==> config.mk <==
export PLATFORM = sky130hd
export DESIGN_NAME = fifo_buf
export DESIGN_NICKNAME = d
export VERILOG_FILES = /design/src/rtl/fifo_pkg.sv /design/src/rtl/fifo_ram.sv /design/src/rtl/fifo_buf.sv
export SDC_FILE = /design/constraint.sdc
export NUM_CORES = 1
export LEC_CHECK = 0
export ABC_CLOCK_PERIOD_IN_PS = 2000
export BUFFER_PORTS_ARGS = -buffer_cell sky130_fd_sc_hd__buf_2
export CAP_MARGIN = 30
export CORE_UTILIZATION = 55
export DETAILED_ROUTE_END_ITERATION = 8
export GPL_TIMING_DRIVEN = 0
export PLACE_DENSITY_LB_ADDON = 0.25
export SLEW_MARGIN = 20
export SYNTH_ARGS = -nofsm -noshare
export SYNTH_HDL_FRONTEND = slang
export SYNTH_SLANG_ARGS = --single-unit
==> constraint.sdc <==
create_clock -name clk -period 2 [get_ports clk]
set_clock_uncertainty 0.2 [all_clocks]
set_input_delay 0.3 -clock clk [delete_from_list [all_inputs] [get_ports clk]]
set_output_delay 0.3 -clock clk [all_outputs]
set_load 0.05 [all_outputs]
==> src/rtl/fifo_pkg.sv <==
// Shared sizing constants for the fifo_buf synchronous FIFO and its storage.
package fifo_pkg;

  localparam int unsigned FIFO_ADD_WIDTH  = 5;
  localparam int unsigned FIFO_DATA_WIDTH = 8;
  localparam int unsigned FIFO_DEPTH      = 1 << FIFO_ADD_WIDTH;

endpackage : fifo_pkg

==> src/rtl/fifo_ram.sv <==
// Simple dual-port storage: one synchronous write port, one registered read port.
// A same-address read and write returns the old word (needed for full read+write).
module fifo_ram
  import fifo_pkg::*;
#(
  parameter int unsigned ADD_WIDTH  = FIFO_ADD_WIDTH,
  parameter int unsigned DATA_WIDTH = FIFO_DATA_WIDTH
) (
  input  logic                  clk,
  input  logic                  rst_n,
  input  logic                  wr_en_i,
  input  logic [ADD_WIDTH-1:0]  wr_addr_i,
  input  logic [DATA_WIDTH-1:0] wr_dat_i,
  input  logic                  rd_en_i,
  input  logic [ADD_WIDTH-1:0]  rd_addr_i,
  output logic [DATA_WIDTH-1:0] rd_dat_o
);

  localparam int unsigned DEPTH = 1 << ADD_WIDTH;

  logic [DATA_WIDTH-1:0] mem_q [DEPTH];
  logic [DATA_WIDTH-1:0] rd_dat_q;

  always_ff @(posedge clk) begin
    if (wr_en_i) begin
      mem_q[wr_addr_i] <= wr_dat_i;
    end
  end

  // Output register is cleared by reset; the array itself is not.
  always_ff @(posedge clk) begin
    if (!rst_n) begin
      rd_dat_q <= '0;
    end else if (rd_en_i) begin
      rd_dat_q <= mem_q[rd_addr_i];
    end
  end

  assign rd_dat_o = rd_dat_q;

endmodule : fifo_ram

==> src/rtl/fifo_buf.sv <==
// Synchronous FIFO, 2**ADD_WIDTH words, registered read data one cycle after an accepted read.
// Define FIFO_ERR_FLAGS_EN to add sticky overflow/underflow outputs.
module fifo_buf
  import fifo_pkg::*;
#(
  parameter int unsigned ADD_WIDTH  = FIFO_ADD_WIDTH,
  parameter int unsigned DATA_WIDTH = FIFO_DATA_WIDTH
) (
  input  logic                  clk,
  input  logic                  a_Reset_n,
  input  logic [DATA_WIDTH-1:0] data_in,
  input  logic                  Wr_enable,
  input  logic                  Read_enable,
  output logic [DATA_WIDTH-1:0] data_out,
`ifdef FIFO_ERR_FLAGS_EN
  output logic                  overflow,
  output logic                  underflow,
`endif
  output logic                  full,
  output logic                  empty
);

  localparam int unsigned PW = ADD_WIDTH + 1;

  logic [PW-1:0] wr_ptr_q, wr_ptr_d;
  logic [PW-1:0] rd_ptr_q, rd_ptr_d;
  logic          wr_acc;
  logic          rd_acc;

  assign empty = (wr_ptr_q == rd_ptr_q);
  assign full  = (wr_ptr_q[ADD_WIDTH-1:0] == rd_ptr_q[ADD_WIDTH-1:0]) &&
                 (wr_ptr_q[ADD_WIDTH] != rd_ptr_q[ADD_WIDTH]);

  // When full, a concurrent read frees the slot the write lands in.
  assign rd_acc = Read_enable && !empty;
  assign wr_acc = Wr_enable && (!full || rd_acc);

  always_comb begin
    wr_ptr_d = wr_ptr_q;
    rd_ptr_d = rd_ptr_q;
    if (wr_acc) begin
      wr_ptr_d = wr_ptr_q + PW'(1);
    end
    if (rd_acc) begin
      rd_ptr_d = rd_ptr_q + PW'(1);
    end
  end

  always_ff @(posedge clk) begin
    if (!a_Reset_n) begin
      wr_ptr_q <= '0;
      rd_ptr_q <= '0;
    end else begin
      wr_ptr_q <= wr_ptr_d;
      rd_ptr_q <= rd_ptr_d;
    end
  end

`ifdef FIFO_ERR_FLAGS_EN
  logic overflow_q, overflow_d;
  logic underflow_q, underflow_d;

  always_comb begin
    overflow_d  = overflow_q  || (Wr_enable && !wr_acc);
    underflow_d = underflow_q || (Read_enable && empty);
  end

  always_ff @(posedge clk) begin
    if (!a_Reset_n) begin
      overflow_q  <= 1'b0;
      underflow_q <= 1'b0;
    end else begin
      overflow_q  <= overflow_d;
      underflow_q <= underflow_d;
    end
  end

  assign overflow  = overflow_q;
  assign underflow = underflow_q;
`endif

  fifo_ram #(
    .ADD_WIDTH  (ADD_WIDTH),
    .DATA_WIDTH (DATA_WIDTH)
  ) u_ram (
    .clk       (clk),
    .rst_n     (a_Reset_n),
    .wr_en_i   (wr_acc),
    .wr_addr_i (wr_ptr_q[ADD_WIDTH-1:0]),
    .wr_dat_i  (data_in),
    .rd_en_i   (rd_acc),
    .rd_addr_i (rd_ptr_q[ADD_WIDTH-1:0]),
    .rd_dat_o  (data_out)
  );

endmodule : fifo_buf

==> metrics <==
Fin. Hold Viols=0; Yosys Warn Count=0; fin worst setup slack=-0.306 ns; FF-to-FF Start=rd_ptr_q[0]; wire per inst=approximately 26 um; Reg2Reg Depth=6; R2R setup slack=-0.28 ns; most frequent cells in the layout=edfxtp_1, mux4_2, mux2i_1, nor2_4, clkbuf_16; area of the core=between 15000 and 20000 sq um; setup TNS=-15.21 ns; time the worst path needs with I/O delays and setup=around 2.3 ns; Ant. Diodes=0; Post-route DRC=0; CTS root buf=clkbuf_16; vias per cell=just over 6; initial antenna violation count=0; FP Rows=50; Num CTS Buffers=27; Pwr Density=1010 nW/um^2; f_max=434 MHz; Area Growth Syn to Fin=21.7%; Skew-Pair Late Insertion Delay=between 0.5 and 0.6 ns; first-pass GRT wire length=about 36000 um; DPL Wire Length=about 15000 um; FF-to-FF End=u_ram.rd_dat_o[5]; cell taking the most area after synthesis=edfxtp_1; final period utilization=1.15; syn avg cell area=approximately 19 sq um; number of iterations in the first detailed-routing pass=5; WS Path Type=flip-flop to primary output; layout cells sized above 1=0.396; CTS sink count=about 280; relative slew slack=0.423; CTS Buffer Depth=3; Crit. End Element=primary output; Cells after Synth=575; DP Cell Count=~860; CP required=roughly 1.5 ns; largest net degree at the start of global routing=33; final RePlAce weighted congestion=0.858; Starting Density=0.569; Peak supply drop=approximately 0.78 mV; Primary FF master, synth=edfxtp_1; Mapped Area=between 10000 and 15000 sq um; RSZ-0062 raised after global routing=true; post-synthesis cell type count=approximately 40; Synth top area share=0.710; most common cell after layout, fill and taps aside=edfxtp_1; Worst Hold Endpoint=rd_ptr_q[0]; Max-Cap Viols=0; Non-Filler Instances=between 900 and 1k; number of global-route vias before repair=5899; DP Worst Slack=-0.741 ns; Leak Pwr=4.09 nW; Hold Path Class=primary input to flip-flop; Synth area leaders=edfxtp_1, mux4_2, dfxtp_1; clk slew on worst S/H paths=0.06 ns; utilization after layout=0.693; Max Transition Viols Final=0; initial DRC count=about 490; Worst EP arrival=1.81 ns; antenna-violating nets left=0; Post-Syn Nets=592; outcome=complete, but fails checks; die area=20300 sq um; global route overflow=0; I/O Buffers=21; IO Count=22; final wirelength=about 24000 um; ys async rst share=0; DIE WIDTH=between 100 and 150 um; critical-path maximum fanout=3; Die Height=around 140 um; H-tree Lvls=1; Final setup viols=210; post-synthesis sequential area ratio=0.747; CTS tree=yes; Total GRT Usage=0.248; Worst Max-Slew Pin Slew=0.863 ns; violated checks=negative setup slack; Synth Register Bits=276; Design Power=between 10 and 15 mW; EDFF count, synth=256; vias=between 5k and 6k; type of origin of the critical path=flip-flop; number of nets in the layout=around 670; hold depth=5; hold wc startpoint=Read_enable
-- power by group --
| part | internal [mW] | switching (mW) | leakage (nW) |
|---|---|---|---|
| combinational | 0.924 | 1.03 | 1.19 |
| clock | 2.86 | 2.08 | 0.428 |
| sequential | 6.38 | 0.0836 | 2.47 |
| total | 10.2 | 3.20 | 4.09 |
-- timing repair --
action / in CTS / in global routing
endpoints found under the setup margin: 274 / 277
hold buffers: 1 / 0
hold endpoints to repair: 4 / 0
cloned: 2 / 1
pin swaps: 24 / 34
gates resized for setup: 132 / 70
buffers inserted: 17 / 12
-- synthesized netlist by cell type (4+ instances only) --
cell type	instances
edfxtp_1	256
mux4_2	48
nor2_1	41
mux2i_1	35
nand2_1	25
dfxtp_1	20
a22oi_1	16
buf_2	14
a21oi_1	12
clkbuf_1	10
a211oi_1	8
a32o_1	8
o221ai_1	8
o22ai_1	8
xnor2_1	6
ha_1	5
or3_1	5
inv_1	4
o21ai_0	4
-- flip-flops by register name, indices dropped and copies added, names as in the netlist --
register        count
rd_ptr_q            6
u_ram.mem_q       256
wr_ptr_q            6
u_ram.rd_dat_o      8
-- area by class of cell --
cell class | count | area [sq um]
Multi-Input combinational cell | 261 | 3150
Inverter | 5 | 18.8
Sequential cell | 276 | 8110
Buffer | 29 | 265
Clock inverter | 18 | 170
Timing Repair Buffer | 51 | 454
Clock buffer | 31 | 691
Tap cell | 260 | 325
Fill cell | 1196 | 5830
-- cells by family after synthesis --
| group | Yosys count | synth area share |
|---|---|---|
| buf+inv | 38 | 0.0191 |
| xor+xnor | 9 | 0.00728 |
| simple gates | 94 | 0.0404 |
| mux | 83 | 0.132 |
| flops | 276 | 0.747 |
| fa+ha+maj | 5 | 0.00578 |
| compound gates | 70 | 0.0485 |
-- stage by stage --
step	cell area, sq um	hold WS (ns)
floorplan	10800	0.199
global placement	11300	0.281
detailed placement	11300	0.309
CTS	12800	0.0959
global route	13200	0.115
finish	13200	0.0982
-- critical path, stage by stage (launching register included) --
cell	delay, ns
dfxtp_2	0.33
buf_6	0.13
xnor2_4	0.12
nand3_2	0.10
or2_4	0.29
nor2b_2	0.13
buf_6	0.17
-- worst max path at each step --
stage | from | to | slack (ns)
6_report | rd_ptr_q[3] | full | -0.31
5_1_grt | rd_ptr_q[3] | full | -0.36
4_1_cts | rd_ptr_q[0] | u_ram.rd_dat_o[5] | -0.29
3_5_place_dp | wr_ptr_q[4] | u_ram.mem_q[21][1] | -0.74
3_3_place_gp | rd_ptr_q[1] | u_ram.mem_q[0][5] | -0.71
2_1_floorplan | rd_ptr_q[1] | u_ram.mem_q[29][0] | -0.13
-- layer usage --
metal | global-route usage | wire (um) | vias to the layer above
met1 | 0.343 | 10100 | 2983
li1 | - | - | 2484
met3 | 0.0485 | 1580 | 57
met4 | 0.0951 | 832 | 0
met2 | 0.394 | 11800 | 251
met5 | 0 | 0 | -
Power figures use the tool's default switching activity.
